--- src/rtl/alu_pkg.sv ---
// Shared definitions for the ALU command path: op encodings, the
// sequencer FSM state type and the default datapath width.
package alu_pkg;

    localparam int DATA_W = 32;

    localparam logic [1:0] OP_ADD = 2'b00;
    localparam logic [1:0] OP_SUB = 2'b01;
    localparam logic [1:0] OP_AND = 2'b10;
    localparam logic [1:0] OP_OR  = 2'b11;

    typedef enum logic [1:0] {
        ST_IDLE = 2'd0,
        ST_EXEC = 2'd1,
        ST_RESP = 2'd2
    } state_t;

endpackage

--- src/rtl/alu_op_regfile.sv ---
// Register file for the ALU sequencer: NREGS x DATA_W, two asynchronous
// read ports, one synchronous write port. R0 always reads as zero.
module alu_op_regfile #(
    parameter  int DATA_W = 32,
    parameter  int NREGS  = 8,
    localparam int RA_W   = $clog2(NREGS)
) (
    input  logic              clk,
    input  logic              rst_n,
    input  logic [RA_W-1:0]   raddr1,
    output logic [DATA_W-1:0] rdata1,
    input  logic [RA_W-1:0]   raddr2,
    output logic [DATA_W-1:0] rdata2,
    input  logic              we,
    input  logic [RA_W-1:0]   waddr,
    input  logic [DATA_W-1:0] wdata
);

    logic [DATA_W-1:0] regs [NREGS];

    // Storage: cleared on reset, written on we; writes to R0 are dropped.
    always_ff @(posedge clk or negedge rst_n) begin
        if (!rst_n) begin
            // NOTE: this array is reset on purpose: after reset every
            // register must read 0, so it cannot map to a RAM macro.
            for (int i = 0; i < NREGS; i++) begin
                regs[i] <= '0;
            end
        end else if (we && (waddr != '0)) begin
            regs[waddr] <= wdata;
        end
    end

    assign rdata1 = (raddr1 == '0) ? '0 : regs[raddr1];
    assign rdata2 = (raddr2 == '0) ? '0 : regs[raddr2];

endmodule

--- src/rtl/alu_op_sequencer.sv ---
// Command-side driver for the external combinational ALU: accepts a
// command, registers operands onto the ALU inputs, writes the result back
// to the register file and returns it over a valid/ready response channel.
module alu_op_sequencer
    import alu_pkg::*;
#(
    parameter  int DATA_W = alu_pkg::DATA_W,
    parameter  int NREGS  = 8,
    parameter  int IMM_W  = 16,
    localparam int RA_W   = $clog2(NREGS)
) (
    input  logic              clk,
    input  logic              rst_n,
    input  logic              cmd_valid,
    output logic              cmd_ready,
    input  logic [1:0]        cmd_op,
    input  logic [RA_W-1:0]   cmd_rd,
    input  logic [RA_W-1:0]   cmd_rs1,
    input  logic [RA_W-1:0]   cmd_rs2,
    input  logic              cmd_imm_en,
    input  logic [IMM_W-1:0]  cmd_imm,
    output logic [DATA_W-1:0] alu_a,
    output logic [DATA_W-1:0] alu_b,
    output logic [1:0]        alu_op,
    input  logic [DATA_W-1:0] alu_result,
    input  logic              alu_zero,
    output logic              rsp_valid,
    input  logic              rsp_ready,
    output logic [DATA_W-1:0] rsp_data,
    output logic              rsp_zero,
    output logic [RA_W-1:0]   rsp_rd
);

    state_t            state;
    logic [RA_W-1:0]   rd_q;
    logic [DATA_W-1:0] rs1_data;
    logic [DATA_W-1:0] rs2_data;
    logic [DATA_W-1:0] imm_sext;
    logic              wb_en;

    assign imm_sext = {{(DATA_W-IMM_W){cmd_imm[IMM_W-1]}}, cmd_imm};

    // Writeback happens on the EXEC edge, so the next command sees it.
    assign wb_en = (state == ST_EXEC);

    alu_op_regfile #(
        .DATA_W (DATA_W),
        .NREGS  (NREGS)
    ) u_regfile (
        .clk    (clk),
        .rst_n  (rst_n),
        .raddr1 (cmd_rs1),
        .rdata1 (rs1_data),
        .raddr2 (cmd_rs2),
        .rdata2 (rs2_data),
        .we     (wb_en),
        .waddr  (rd_q),
        .wdata  (alu_result)
    );

    // Sequencer FSM with registered handshake, ALU-drive and response outputs.
    always_ff @(posedge clk or negedge rst_n) begin
        if (!rst_n) begin
            state     <= ST_IDLE;
            cmd_ready <= 1'b0;
            alu_a     <= '0;
            alu_b     <= '0;
            alu_op    <= OP_ADD;
            rd_q      <= '0;
            rsp_valid <= 1'b0;
            rsp_data  <= '0;
            rsp_zero  <= 1'b0;
            rsp_rd    <= '0;
        end else begin
            // NOTE: non-blocking assignments throughout, so every decision
            // below sees the pre-edge values of the other state registers.
            case (state)
                ST_IDLE: begin
                    if (cmd_valid && cmd_ready) begin
                        alu_a     <= rs1_data;
                        alu_b     <= cmd_imm_en ? imm_sext : rs2_data;
                        alu_op    <= cmd_op;
                        rd_q      <= cmd_rd;
                        cmd_ready <= 1'b0;
                        state     <= ST_EXEC;
                    end else begin
                        cmd_ready <= 1'b1;
                    end
                end
                ST_EXEC: begin
                    rsp_data  <= alu_result;
                    rsp_zero  <= alu_zero;
                    rsp_rd    <= rd_q;
                    rsp_valid <= 1'b1;
                    state     <= ST_RESP;
                end
                ST_RESP: begin
                    if (rsp_ready) begin
                        rsp_valid <= 1'b0;
                        cmd_ready <= 1'b1;
                        state     <= ST_IDLE;
                    end
                end
                default: begin
                    state     <= ST_IDLE;
                    cmd_ready <= 1'b0;
                    rsp_valid <= 1'b0;
                end
            endcase
        end
    end

endmodule
--- config.mk ---
export PLATFORM = sky130hd
export DESIGN_NAME = alu_op_sequencer
export DESIGN_NICKNAME = d
export VERILOG_FILES = /design/src/rtl/alu_pkg.sv /design/src/rtl/alu_op_regfile.sv /design/src/rtl/alu_op_sequencer.sv
export SDC_FILE = /design/constraint.sdc
export NUM_CORES = 1
export LEC_CHECK = 0
export CORE_ASPECT_RATIO = 0.7
export CORE_UTILIZATION = 57
export DETAILED_ROUTE_END_ITERATION = 16
export DONT_BUFFER_PORTS = 1
export GPL_ROUTABILITY_DRIVEN = 0
export GPL_TIMING_DRIVEN = 0
export PLACE_DENSITY_LB_ADDON = 0.05
export SLEW_MARGIN = 20
export SYNTH_ARGS = -nofsm -noshare
export SYNTH_HDL_FRONTEND = slang
export SYNTH_HIERARCHICAL = 1
export SYNTH_SLANG_ARGS = --single-unit
export TNS_END_PERCENT = 30
--- constraint.sdc ---
create_clock -name clk -period 1.7 [get_ports clk]
set_input_delay 0.085 -clock clk [delete_from_list [all_inputs] [get_ports clk]]
set_output_delay 0.085 -clock clk [all_outputs]
set_load 0.02 [all_outputs]
======== Word-level counts from Yosys, hierarchy flattened ========
Index checks and enable logic that the tools add are counted.
word-level totals
  logic and storage cells ................. 62
  bits of input ports ..................... 65
  register bits after elaboration ......... 365
  output and inout bits ................... 104
operators by class
  bitwise gates (word level) .............. 5
  mux-type cells .......................... 20
  equal/unequal tests ..................... 4
  $lt $le $gt $ge ......................... 4
  reductions and logical operators ........ 11
operators by type and width
  cell                                                        count
  bitwise mux 256 bit                                         1
  2-to-1 mux 32 bit                                           8
  binary-select mux 32 bit (select 3 bit)                     2
  demux 32 bit (select 3 bit)                                 1
  >= comparator 4 bit, second input constant                  3
  NOT 3 -> 4 bit                                              3
  AND reduction 2 bit                                         4
  logical NOT 3 bit                                           2
  case mux 1 bit (3 select lines)                             2
  case mux 2 bit (3 select lines)                             1
  less-than comparator 4 x 1 -> 1 bit, second input constant  1
  2-to-1 mux 2 bit                                            2
  inequality test 2 bit, second input constant                2
  logical AND 1 bit                                           3
  2-to-1 mux 1 bit                                            3
  nonzero test 3 bit                                          1
  == test 2 x 1 -> 1 bit, second input constant               1
  == test 2 bit, second input constant                        1
  logical NOT 2 bit                                           1
  NOT 1 bit                                                   2

======== Logic depth before layout (Yosys ltp) ========
Gate-level depths: netlist of the first run.
  depth in word-level cells ............... 6
  depth in mapped cells ................... 8
  depth with buffers taken out ............ 5

======== Hierarchy ========
The synthesis of the first run kept the hierarchy.
modules (own cells, without submodules)
  module            sequential area each (um2)  area an instance (um2)  cells each  instances
  alu_op_regfile    5605.4                      12111.6                 875         1
  alu_op_sequencer  2727.6                      4257.8                  310         1

======== Worst setup path before layout of the first run ========
Ideal clock, no wire load.
  path kind ............................... register to register
  start ................................... reg state[0]
  end ..................................... reg u_regfile/regs[100] (netlist bit)
  slack ................................... -0.206 ns
  stages on the path, launching flop included .. 8
  data arrival time ....................... 1.781 ns
  library setup time ...................... 0.125 ns
  path buffers ............................ 4
  data required time ...................... 1.575 ns
  clock period less this slack ............ 1.906 ns
  cell sequence ........................... dfrtp_1 nor2b_1 buf_2 buf_2 nor4bb_1 buf_4 buf_12 mux2_4
on the way
  word-level cells in the longest chain between the ends .. 2
RTL lines
  what                           line                    text
  start, declared                alu_op_sequencer.sv:34  state_t state;
  start signal, assigned         alu_op_sequencer.sv:64  state <= ST_IDLE;
  start signal, assigned         alu_op_sequencer.sv:85  state <= ST_EXEC;
  start signal, assigned         alu_op_sequencer.sv:95  state <= ST_RESP;
  == test 2 x 1 -> 1 bit         alu_op_sequencer.sv:44  assign wb_en = (state == ST_EXEC);
  named net wb_en                alu_op_sequencer.sv:39  logic wb_en;
  logical AND 1 bit              alu_op_regfile.sv:29    end else if (we && (waddr != '0)) begin
  end signal, assigned by index  alu_op_regfile.sv:30    regs[waddr] <= wdata;
  end, declared                  alu_op_regfile.sv:19    logic [DATA_W-1:0] regs [NREGS];
The timed path passes the listed nets, and every way through them passes these cells.
A chain may end at the register's enable or synchronous reset.

======== Final worst setup path of the first run ========
  start ................................... reg rd_q[0]
  end ..................................... reg u_regfile/regs[104] (netlist bit)
on the way
  word-level cells in the longest chain between the ends .. 6
  elaborated cells on any way between the ends .. 9
  those cells by class .................... order compare: 2; mux: 3; bitwise: 1; reduce/logical: 3
RTL lines
  what                                                                                                     line                    text
  start, declared                                                                                          alu_op_sequencer.sv:35  logic [RA_W-1:0] rd_q;
  start signal, assigned                                                                                   alu_op_sequencer.sv:83  rd_q <= cmd_rd;
  NOT 3 -> 4 bit (not written as such)                                                                     alu_op_regfile.sv:30
  >= comparator 4 bit (not written as such) / less-than comparator 4 x 1 -> 1 bit (equally long branches)  alu_op_regfile.sv:30
  logical AND 1 bit (not written as such)                                                                  alu_op_regfile.sv:30
  2-to-1 mux 32 bit (not written as such)                                                                  alu_op_regfile.sv:30
  demux 32 bit (select 3 bit)                                                                              alu_op_regfile.sv:30
  bitwise mux 256 bit                                                                                      alu_op_regfile.sv:30
Several ways; a longest one is shown, not always the timed one.

==> results of run 1 <==
==> repair_timing <==
action                     CTS  global route
setup buffers               13             5
pin swaps                    2             2
resized for setup           68            36
cloned                       2             3
hold endpoints to repair   613           333
setup endpoints to repair  291           218
==> worst register-to-register path, stage by stage, from the launching register on <==
cell and delay, ns:
sky130_fd_sc_hd__dfrtp_1 0.42, sky130_fd_sc_hd__clkbuf_4 0.21, sky130_fd_sc_hd__nor4bb_4 0.28, sky130_fd_sc_hd__buf_6 0.24, sky130_fd_sc_hd__clkbuf_16 0.21, sky130_fd_sc_hd__mux2_4 0.30
==> worst min path at each step <==
stage / startpoint / endpoint / slack, ns
floorplan: rst_n / alu_a[0] / -0.21
CTS: rst_n / u_regfile/regs[75] / -0.75
global placement: rst_n / alu_b[11] / -0.20
detailed placement: rst_n / alu_b[8] / -0.20
finish: rst_n / alu_b[5] / -0.73
global route: rst_n / alu_b[5] / -0.76
==> routing by layer <==
layer,wire length [um],track usage [%]
met5,12,0
met2,20900,48.0
met1,22500,49.6
met3,4380,8.55
met4,943,9.07
==> logic make-up (layout without fill, tap and decap cells) <==
logic type	Yosys count	count (layout)	share of synthesized area, %
simple gates	52	52	1.68
mux	504	504	34.7
flops	333	333	50.9
buf+inv	111	244	4.08
compound gates	185	185	8.61
==> final cells by class <==
class,instances,area [sq um],area share (%)
repair buffers,75,795,4.15
multi-input cells,741,7560,39.5
clock inverters,13,120,0.627
well taps,371,464,2.42
plain buffers,106,860,4.49
clock buffers,46,1010,5.27
inverters,4,15.0,0.0784
flip-flops and latches,333,8340,43.5
==> layout by cell type, fill, tap and decap left out, types with 2 or more instances in the layout <==
master,count
sky130_fd_sc_hd__buf_4,39
sky130_fd_sc_hd__clkbuf_8,5
sky130_fd_sc_hd__clkinv_2,9
sky130_fd_sc_hd__a221oi_2,7
sky130_fd_sc_hd__dfrtp_2,2
sky130_fd_sc_hd__nor2b_1,4
sky130_fd_sc_hd__mux2i_1,143
sky130_fd_sc_hd__buf_12,13
sky130_fd_sc_hd__mux2_2,272
sky130_fd_sc_hd__and2_1,3
sky130_fd_sc_hd__mux2_1,8
sky130_fd_sc_hd__clkbuf_2,2
sky130_fd_sc_hd__nor2_1,33
sky130_fd_sc_hd__a21oi_1,53
sky130_fd_sc_hd__buf_2,22
sky130_fd_sc_hd__nand2_1,2
sky130_fd_sc_hd__nand4b_1,2
sky130_fd_sc_hd__buf_6,19
sky130_fd_sc_hd__a22o_1,2
sky130_fd_sc_hd__a31oi_1,2
sky130_fd_sc_hd__bufinv_16,2
sky130_fd_sc_hd__dlygate4sd3_1,54
sky130_fd_sc_hd__clkbuf_4,2
sky130_fd_sc_hd__inv_1,3
sky130_fd_sc_hd__clkinvlp_4,2
sky130_fd_sc_hd__clkbuf_1,29
sky130_fd_sc_hd__dfrtp_1,331
sky130_fd_sc_hd__a221oi_1,117
sky130_fd_sc_hd__clkbuf_16,40
sky130_fd_sc_hd__mux2_4,81
sky130_fd_sc_hd__o21a_1,2
==> per-stage QoR <==
step / utilization (%) / hold slack, ns / setup WS (ns) / area [sq um]
after floorplan: - / -0.211 / -0.0647 / 16400
after global placement: 60.3 / -0.205 / -0.580 / 16900
after detailed placement: 60.3 / -0.202 / -0.595 / 16900
after CTS: 67.6 / -0.752 / -0.0929 / 18900
after global routing: 68.4 / -0.761 / -0.108 / 19200
final: 68.4 / -0.733 / -0.0783 / 19200
==> flip-flops by register name, summed over array words and instances (netlist names) <==
name            count
state               2
alu_op              2
rd_q                3
alu_a              32
u_regfile/regs    224
rsp_data           32
rsp_rd              3
alu_b              32
cmd_ready           1
rsp_zero            1
rsp_valid           1
==> power breakdown <==
group	switching [W]	internal (W)
Combinational	0.00437	0.00662
Sequential	0.00467	0.0120
Clock	0.00317	0.00447
==> qor.json, run 1 <==
{
  "slew-limit-headroom_pct": 16.6,
  "fin_nets": 1360,
  "layout.filler_cells": 2001,
  "ioPinCount": 169,
  "rows": 51,
  "setup.worst_path.start_class": "register",
  "vdd_ir_drop_max_mv": 1.02,
  "synthArstFlopShare_pct": 100,
  "synth.top_cell.area_share_pct": 50.9,
  "synthesized_cell_area_sq_um": 16400,
  "core_box_area_sq_um": 28000,
  "clock_latency_ns": 0.53,
  "tns_ns": -1.93,
  "reg2reg_depth": 5,
  "post_drt_wl_per_cell_um": 28.8,
  "fmax_ghz": 0.562,
  "levels_on_crit_path": 5,
  "violated_checks": "hold timing, setup timing",
  "leakagePower_nw": 8.37,
  "wire_length_of_the_first_global_routing_pass_um": 72500,
  "synth_area_leaders": "sky130_fd_sc_hd__dfrtp_1 51%, sky130_fd_sc_hd__mux2_2 20%, sky130_fd_sc_hd__mux2i_1 8.7%",
  "fin_crit_sh_pct": 105,
  "antenna_found_initial": 2,
  "power-per-cell-area_nw_per_um2": 1840,
  "cp.arrival_ns": 2.18,
  "r2r-start": "rd_q[0]",
  "family_of_cells_with_the_greatest_summed_delay_on_the_critical_path": "buffers and inverters",
  "cts-root-to-sink-buffers": 3,
  "via_count_of_the_first_global_routing_pass": 11400,
  "htree_num_levels": 2,
  "power_after_layout_w": 0.0353,
  "syn_to_final_growth_pct": 17.1,
  "rsz0062_at_grt": "true",
  "detail_route.drc_violations": 0,
  "hold_slack_ns": -0.733,
  "synth.yosys.seq_area_share_pct": 50.9,
  "number_of_enable_type_register_cells_in_the_synthesized_netlist": 0,
  "critPathLaunch": "rd_q[0]",
  "timing.final.crit_period_ns": 1.78,
  "detailedRoute.firstPassIterationCount": 5,
  "insertedDiodeCount": 0,
  "io_buffers": 0,
  "dominantRegCellSynth": "sky130_fd_sc_hd__dfrtp_1",
  "ys.warnings.count": 6,
  "dr.first_iter.drc_count": 1030,
  "rrSetupSlack_ns": -0.08,
  "worstMarginPinSlew_ns": 1.25,
  "dr_total_vias": 11100,
  "synthCells": 1185,
  "final.setup_skew_ns": 0.0142,
  "cp.required_ns": 2.11,
  "post-synth-top-count-cell": "sky130_fd_sc_hd__dfrtp_1",
  "die-area_sq_um": 29400,
  "clk_transition_reported_paths_ns": 0.06,
  "synth_cell_types": 29,
  "final-setup-viol-count": 51,
  "total_global_route_track_usage_pct": 33.4,
  "layout_setup_ws_ns": -0.0783,
  "post_synth_most_frequent_cells": "333 x sky130_fd_sc_hd__dfrtp_1, 296 x sky130_fd_sc_hd__mux2_2, 143 x sky130_fd_sc_hd__mux2i_1, 124 x sky130_fd_sc_hd__a221oi_1, 53 x sky130_fd_sc_hd__a21oi_1",
  "cap_viol_max_count": 0,
  "critical_path_class": "register to register",
  "dieWidth_um": 205,
  "worstSetupEndpointType": "register",
  "cts_buffers": 34,
  "synth_area_leader_cell": "sky130_fd_sc_hd__dfrtp_1",
  "critPathSlowestCell": "sky130_fd_sc_hd__dfrtp_1",
  "min_path_type": "input port to async pin",
  "synth_fp_nets": 1250,
  "critical_path_fanout_max": 8,
  "total_congestion_overflow_after_global_routing": 0,
  "clock-sinks": 333,
  "grt_start_max_net_pins": 334,
  "slew_violations": 0,
  "detailed_placement_hpwl_um": 29900,
  "die_height_um": 144,
  "layout-drive-gt1-share_pct": 39.8,
  "ant_nets": 0,
  "drt-total-wl_um": 48700,
  "vias_per_cell": 6.56,
  "number_of_flip_flops_and_latches_in_the_synthesized_netlist": 333,
  "cts.hold.buffers_added": 54,
  "place_inst": 1556,
  "tritoncts": "built",
  "starting_density_of_the_core_pct": 58.4,
  "rr_endpoint": "u_regfile/regs[104]",
  "critPathMaxStageDelay_ns": 0.42,
  "cts.root.buffer_cell": "sky130_fd_sc_hd__clkbuf_16",
  "run_status": "complete, but fails checks",
  "combined_buffer_and_inverter_count_along_the_critical_path": 3,
  "finalNonFillerCells": 1689,
  "setup.worst_path.end": "u_regfile/regs[104]",
  "avgSynthCellArea_sq_um": 13.8,
  "finalHoldViolations": 333,
  "worstPathCellList": "clkbuf_4 > nor4bb_4 > buf_6 > clkbuf_16 > mux2_4"
}
No activity file was read; power rests on OpenSTA's default activity.
==> run 2, diff against run 1 <==
- TNS_END_PERCENT: 30 -> unset
==> qor.json, run 2 (synthesized netlist as in run 1, its figures left out) <==
{
  "run_status": "complete, but fails checks",
  "registers.top_by_ff_count": "u_regfile/regs",
  "largest_reg_flops": {"value": 224, "change": "unchanged"},
  "final.setup_skew": {"value": 0.0163, "unit": "ns", "change": "+0.00212 ns"},
  "antenna_found_initial": {"value": 2, "change": "unchanged"},
  "cts.root.buffer_cell": "sky130_fd_sc_hd__clkbuf_16",
  "core_box_area": {"value": 28000, "unit": "sq um", "change": "unchanged"},
  "critPathLaunch": "rd_q[2]",
  "final_design_area_no_fill": {"value": 19300, "unit": "sq um", "change": "+0.47%"},
  "dr_total_vias": {"value": 11300, "change": "+1.8%"},
  "die-area": {"value": 29400, "unit": "sq um", "change": "unchanged"},
  "post_drt_wl_per_cell": {"value": 28.5, "unit": "um", "change": "-1.3%"},
  "insertedDiodeCount": {"value": 0, "change": "unchanged"},
  "detail_route.drc_violations": {"value": 0, "change": "unchanged"},
  "timing.final.crit_period": {"value": 1.78, "unit": "ns", "change": "+0.00143 ns"},
  "starting_density_of_the_core": {"value": 58.4, "unit": "%", "change": "unchanged"},
  "dr.first_iter.drc_count": {"value": 1036, "change": "+0.58%"},
  "slew-limit-headroom": {"value": 21.4, "unit": "%", "change": "+4.8 points"},
  "cts.hold.buffers_added": {"value": 54, "change": "unchanged"},
  "worstPathCellList": "buf_4 > nor4bb_4 > buf_4 > buf_12 > buf_12 > mux2_4",
  "family_of_cells_with_the_greatest_summed_delay_on_the_critical_path": "buffers and inverters",
  "fin_nets": {"value": 1369, "change": "+0.66%"},
  "cp.required": {"value": 2.11, "unit": "ns", "change": "about the same"},
  "leakagePower": {"value": 8.40, "unit": "nW", "change": "+0.25%"},
  "syn_to_final_growth_pct": 17.6,
  "critical_path_class": "register to register",
  "ant_nets": {"value": 0, "change": "unchanged"},
  "wire_length_of_the_first_global_routing_pass": {"value": 71100, "unit": "um", "change": "-2.0%"},
  "layout.cells.most_common_list": "331 x sky130_fd_sc_hd__dfrtp_1, 287 x sky130_fd_sc_hd__mux2_2, 143 x sky130_fd_sc_hd__mux2i_1",
  "htree_num_levels": {"value": 2, "change": "unchanged"},
  "vdd_ir_drop_max": {"value": 1.17, "unit": "mV", "change": "+15%"},
  "rsz0062_at_grt": "true",
  "layout-drive-gt1-share": {"value": 39.6, "unit": "%", "change": "-0.21 points"},
  "total_congestion_overflow_after_global_routing": {"value": 0, "change": "unchanged"},
  "critPathSlowestCell": "sky130_fd_sc_hd__dfrtp_1",
  "min_path_type": "input port to async pin",
  "ioPinCount": {"value": 169, "change": "unchanged"},
  "post_dp_area": {"value": 16900, "unit": "sq um", "change": "+0.18%"},
  "cap_viol_max_count": {"value": 0, "change": "unchanged"},
  "via_count_of_the_first_global_routing_pass": {"value": 11100, "change": "-2.4%"},
  "cts-root-to-sink-buffers": {"value": 3, "change": "unchanged"},
  "setup.worst_path.start_class": "register",
  "die_height": {"value": 144, "unit": "um", "change": "unchanged"},
  "most_common_cell_after_layout_fill_and_taps_aside": "sky130_fd_sc_hd__dfrtp_1",
  "violated_checks": "hold timing, setup timing",
  "drt-total-wl": {"value": 48400, "unit": "um", "change": "-0.59%"},
  "tritoncts": "built",
  "final-setup-viol-count": {"value": 100, "change": "+96%"},
  "cp.arrival": {"value": 2.19, "unit": "ns", "change": "about the same"},
  "finalHoldViolations": {"value": 333, "change": "unchanged"},
  "slew_violations": {"value": 0, "change": "unchanged"},
  "clock_latency": {"value": 0.54, "unit": "ns", "change": "about the same"},
  "clk_transition_reported_paths": {"value": 0.06, "unit": "ns", "change": "about the same"},
  "cts_buffers": {"value": 34, "change": "unchanged"},
  "fmax": {"value": 0.562, "unit": "GHz", "change": "about the same"},
  "detailedRoute.firstPassIterationCount": {"value": 5, "change": "unchanged"},
  "total_global_route_track_usage": {"value": 32.8, "unit": "%", "change": "-0.56 points"},
  "power-per-cell-area": {"value": 1830, "unit": "nW/um^2", "change": "-0.67%"},
  "io_buffers": {"value": 0, "change": "unchanged"},
  "detailed_placement_hpwl": {"value": 29400, "unit": "um", "change": "-1.6%"},
  "hold_slack": {"value": -0.755, "unit": "ns", "change": "-0.0218 ns"},
  "r2r-start": "rd_q[2]",
  "vias_per_cell": {"value": 6.63, "change": "+1.1%"},
  "finalNonFillerCells": {"value": 1701, "change": "+0.71%"},
  "grt_start_max_net_pins": {"value": 334, "change": "unchanged"},
  "rows": {"value": 51, "change": "unchanged"},
  "worstMarginPinSlew": {"value": 1.18, "unit": "ns", "change": "-0.0720 ns"},
  "power_after_layout": {"value": 0.0352, "unit": "W", "change": "-0.20%"},
  "combined_buffer_and_inverter_count_along_the_critical_path": {"value": 4, "change": "+1"},
  "critPathMaxStageDelay": {"value": 0.41, "unit": "ns", "change": "about the same"},
  "clock-sinks": {"value": 333, "change": "unchanged"},
  "critical_path_fanout_max": {"value": 7, "change": "-1"},
  "place_inst": {"value": 1556, "change": "unchanged"},
  "dieWidth": {"value": 205, "unit": "um", "change": "unchanged"},
  "layout_setup_ws": {"value": -0.0797, "unit": "ns", "change": "-0.00143 ns"},
  "worstSetupEndpointType": "register",
  "fin_crit_sh": {"value": 105, "unit": "%", "change": "about the same"}
}
-- run 2: changes by cell type in the layout (fill, tap and decap cells not counted), sizes merged --
cell and change:
clkinvlp -2, buf +7, clkinv +2, clkbuf +5
-- run 2: layout make-up --
type,count,area (sq um)
buffer,106,850
clock buffer,49,1020
clock inverter,13,115
fill,2007,8760
inverter,4,15.0
multi-input combinational,741,7470
sequential,333,8340
tap,371,464
timing repair buffer,84,981
-- run 2: metrics by stage --
stage	util (%)	setup WS [ns]	setup TNS [ns]
global placement	60.4	-0.415	-72.16
global route	68.7	-0.115	-7.25
finish	68.7	-0.0797	-2.70
floorplan	-	-0.0647	-3.28
CTS	67.7	-0.0671	-1.74
detailed placement	60.4	-0.374	-77.69
-- run 2: power breakdown --
| group | switching (W) | internal [W] | total (W) |
|---|---|---|---|
| clock network | 0.00317 | 0.00449 | 0.00766 |
| registers | 0.00468 | 0.0120 | 0.0167 |
| logic | 0.00431 | 0.00658 | 0.0109 |
-- run 2: final timing paths --
| check | end | slack [ns] | cells past startpoint |
|---|---|---|---|
| min in group clk | alu_b[1] | 0.08 | 3 |
| max in group asynchronous | u_regfile/regs[127] | 1.49 | 0 |
| worst max-delay path | u_regfile/regs[113] | -0.08 | 6 |
| worst min-delay path | rsp_data[5] | -0.76 | 0 |
| worst max register to register | u_regfile/regs[113] | -0.08 | 6 |
| worst min register to register | u_regfile/regs[8] | 0.52 | 1 |
-- run 2: metal layers --
layer	global-route usage, %	share of wire [%]
met2	47.5	44
met3	6.10	8.0
met4	8.29	1.7
met1	50.3	47
met5	0	0.056
-- run 2: what timing repair did --
item / in CTS / in global routing
endpoints found under the hold margin: 613 / 333
buffers inserted: 17 / 5
cloned: 4 / 5
resized for setup: 48 / 27
setup endpoints to repair: 272 / 225
pin swaps: 2 / 1
==> run 3, diff against run 2 <==
--- a/config.mk
+++ b/config.mk
@@ -14,3 +14,2 @@
 export PLACE_DENSITY_LB_ADDON = 0.05
-export SLEW_MARGIN = 20
 export SYNTH_ARGS = -nofsm -noshare
==> constraint.sdc (replaced) <==
create_clock -name clk -period 1.7 [get_ports clk]
set_input_delay 0.255 -clock clk [delete_from_list [all_inputs] [get_ports clk]]
set_output_delay 0.255 -clock clk [all_outputs]
set_load 0.02 [all_outputs]
==> qor.json, run 3 (synthesized netlist as in run 1, its figures left out) <==
{
  "reg2reg_depth": {"value": 6, "change": "unchanged"},
  "cts.root.buffer_cell": "sky130_fd_sc_hd__clkbuf_16",
  "dr.first_iter.drc_count": {"value": 1120, "change": "+8.1%"},
  "core_box_area": {"value": 28000, "unit": "sq um", "change": "unchanged"},
  "violated_checks": "hold timing, setup timing",
  "finalHoldViolations": {"value": 333, "change": "unchanged"},
  "min_path_type": "input port to async pin",
  "layout-drive-gt1-share": {"value": 40.2, "unit": "%", "change": "+0.56 points"},
  "cts.hold.buffers_added": {"value": 53, "change": "-1.9%"},
  "tns": {"value": -3.11, "unit": "ns", "change": "-0.410 ns"},
  "rr_endpoint": "u_regfile/regs[113]",
  "timing.final.crit_period": {"value": 1.80, "unit": "ns", "change": "+0.0178 ns"},
  "clk_transition_reported_paths": {"value": 0.06, "unit": "ns", "change": "about the same"},
  "final.setup_skew": {"value": 0.0171, "unit": "ns", "change": "+0.000844 ns"},
  "leakagePower": {"value": 8.49, "unit": "nW", "change": "+1.1%"},
  "insertedDiodeCount": {"value": 0, "change": "unchanged"},
  "clock_latency": {"value": 0.54, "unit": "ns", "change": "about the same"},
  "fin_crit_sh": {"value": 106, "unit": "%", "change": "+1.0 points"},
  "largest_reg_flops": {"value": 224, "change": "unchanged"},
  "power.internal": {"value": 0.0233, "unit": "W", "change": "+0.86%"},
  "starting_density_of_the_core": {"value": 58.4, "unit": "%", "change": "unchanged"},
  "hold_slack": {"value": -0.580, "unit": "ns", "change": "+0.175 ns"},
  "htree_num_levels": {"value": 2, "change": "unchanged"},
  "die-area": {"value": 29400, "unit": "sq um", "change": "unchanged"},
  "critical_path_fanout_max": {"value": 7, "change": "unchanged"},
  "cp.required": {"value": 2.11, "unit": "ns", "change": "about the same"},
  "syn_to_final_growth_pct": 18.3,
  "power_after_layout": {"value": 0.0355, "unit": "W", "change": "+0.72%"},
  "worstSetupEndpointType": "register",
  "cap_viol_max_count": {"value": 0, "change": "unchanged"},
  "ioPinCount": {"value": 169, "change": "unchanged"},
  "io_buffers": {"value": 0, "change": "unchanged"},
  "tritoncts": "built",
  "rows": {"value": 51, "change": "unchanged"},
  "slew_violations": {"value": 0, "change": "unchanged"},
  "vdd_ir_drop_max": {"value": 1.17, "unit": "mV", "change": "about the same"},
  "dr_total_vias": {"value": 11300, "change": "-0.13%"},
  "finalNonFillerCells": {"value": 1700, "change": "-0.059%"},
  "registers.top_by_ff_count": "u_regfile/regs",
  "cts_buffers": {"value": 34, "change": "unchanged"},
  "final-setup-viol-count": {"value": 79, "change": "-21%"},
  "via_count_of_the_first_global_routing_pass": {"value": 11100, "change": "-0.13%"},
  "critical_path_class": "register to register",
  "grt_start_max_net_pins": {"value": 334, "change": "unchanged"},
  "setup.worst_path.start_class": "register",
  "post_drt_wl_per_cell": {"value": 28.5, "unit": "um", "change": "+0.22%"},
  "vias_per_cell": {"value": 6.63, "change": "about the same"},
  "rsz0062_at_grt": "true",
  "ant_nets": {"value": 0, "change": "unchanged"},
  "layout_setup_ws": {"value": -0.0975, "unit": "ns", "change": "-0.0178 ns"},
  "detail_route.drc_violations": {"value": 0, "change": "unchanged"},
  "seq_power_share": {"value": 47.0, "unit": "%", "change": "-0.3 points"},
  "antenna_found_initial": {"value": 2, "change": "unchanged"},
  "detailedRoute.firstPassIterationCount": {"value": 6, "change": "+1"},
  "wire_length_of_the_first_global_routing_pass": {"value": 71000, "unit": "um", "change": "about the same"},
  "worstMarginPinSlew": {"value": 0.917, "unit": "ns", "change": "-0.262 ns"},
  "r2r-start": "rd_q[0]",
  "drt-total-wl": {"value": 48500, "unit": "um", "change": "+0.16%"},
  "rrSetupSlack": {"value": -0.1, "unit": "ns", "change": "-0.02 ns"},
  "place_inst": {"value": 1556, "change": "unchanged"},
  "cts-root-to-sink-buffers": {"value": 3, "change": "unchanged"},
  "total_global_route_track_usage": {"value": 32.8, "unit": "%", "change": "about the same"},
  "most_common_cell_after_layout_fill_and_taps_aside": "sky130_fd_sc_hd__dfrtp_1",
  "clockPowerShare": {"value": 21.6, "unit": "%", "change": "-0.2 points"},
  "total_congestion_overflow_after_global_routing": {"value": 0, "change": "unchanged"},
  "detailed_placement_hpwl": {"value": 29400, "unit": "um", "change": "unchanged"},
  "cp.arrival": {"value": 2.21, "unit": "ns", "change": "+0.02 ns"},
  "swShare": {"value": 34.4, "unit": "%", "change": "-0.096 points"},
  "p_switching": {"value": 0.0122, "unit": "W", "change": "+0.43%"},
  "die_height": {"value": 144, "unit": "um", "change": "unchanged"},
  "dieWidth": {"value": 205, "unit": "um", "change": "unchanged"},
  "run_status": "complete, but fails checks",
  "clock-sinks": {"value": 333, "change": "unchanged"},
  "layout.cells.most_common_list": "331 x sky130_fd_sc_hd__dfrtp_1, 259 x sky130_fd_sc_hd__mux2_2, 143 x sky130_fd_sc_hd__mux2i_1",
  "slew-limit-headroom": {"value": 38.9, "unit": "%", "change": "+17 points"},
  "layout.filler_cells": {"value": 1992, "change": "-0.75%"},
  "fmax": {"value": 0.556, "unit": "GHz", "change": "-0.99%"},
  "power-per-cell-area": {"value": 1830, "unit": "nW/um^2", "change": "+0.15%"},
  "combinationalPowerShare": {"value": 31.3, "unit": "%", "change": "+0.4 points"},
  "fin_nets": {"value": 1368, "change": "-0.073%"}
}
-- run 3: cell types whose count changed in the layout (fill, tap and decap cells not counted), sizes merged --
cell,previous run,this run
dlygate4sd3,54,53
-- run 3: power groups by stage --
stage | clock network [W] | logic (W) | registers [W]
2_1_floorplan | 0 | 0.00813 | 0.0157
3_3_place_gp | 0 | 0.00950 | 0.0165
3_5_place_dp | 0 | 0.00984 | 0.0166
4_1_cts | 0.00776 | 0.0105 | 0.0166
5_1_grt | 0.00808 | 0.0119 | 0.0171
6_report | 0.00767 | 0.0111 | 0.0167
-- run 3: final cells by class --
type | count | area, sq um | area share (%)
Sequential cell | 333 | 8340 | 43.1
Multi-Input combinational cell | 741 | 7580 | 39.2
Clock buffer | 49 | 1020 | 5.27
Timing Repair Buffer | 83 | 971 | 5.02
Buffer | 106 | 858 | 4.43
Tap cell | 371 | 464 | 2.40
Clock inverter | 13 | 115 | 0.595
Inverter | 4 | 15.0 | 0.0776
-- run 3: per-layer routing --
layer  routed length, um  vias to the layer above  global-route usage [%]
met2               21100                      518                    47.3
met1               22600                     5911                    50.4
met3                3880                       68                    6.19
li1                    -                     4769                       -
met5                  27                        -                       0
met4                 874                        4                    8.21
-- run 3: stage by stage --
| stage | area, sq um | util [%] | worst slack [ns] |
|---|---|---|---|
| 4_1_cts | 19000 | 67.7 | -0.0671 |
| 2_1_floorplan | 16500 | - | -0.0647 |
| 3_3_place_gp | 16900 | 60.4 | -0.585 |
| 5_1_grt | 19400 | 69.1 | -0.138 |
| 3_5_place_dp | 16900 | 60.4 | -0.544 |
| 6_report | 19400 | 69.1 | -0.0975 |
-- run 3: what timing repair did --
item | in CTS | in global routing
gates resized for setup | 49 | 68
pin swaps | 2 | 1
hold endpoints to repair | 612 | 333
endpoints found under the setup margin | 272 | 228
buffers inserted | 17 | 5
gates cloned | 4 | 5
-- run 3: worst max-delay path by stage --
| stage | from | cells after the start | endpoint | slack, ns |
|---|---|---|---|---|
| after global routing | rd_q[0] | 6 | u_regfile/regs[116] | -0.14 |
| final | rd_q[0] | 6 | u_regfile/regs[113] | -0.1 |
| after CTS | state[1] | 7 | u_regfile/regs[97] | -0.07 |
| after detailed placement | cmd_rs2[1] | 7 | alu_b[4] | -0.54 |
| after global placement | cmd_rs2[1] | 7 | alu_b[4] | -0.59 |
| after floorplan | state[0] | 7 | u_regfile/regs[100] | -0.06 |
-- run 3: worst max-delay path, stage by stage (launching register included) --
cell and delay, ns:
sky130_fd_sc_hd__dfrtp_1 0.41, sky130_fd_sc_hd__clkbuf_4 0.20, sky130_fd_sc_hd__nor4bb_4 0.28, sky130_fd_sc_hd__buf_4 0.17
sky130_fd_sc_hd__buf_12 0.14, sky130_fd_sc_hd__buf_12 0.15, sky130_fd_sc_hd__mux2_4 0.30
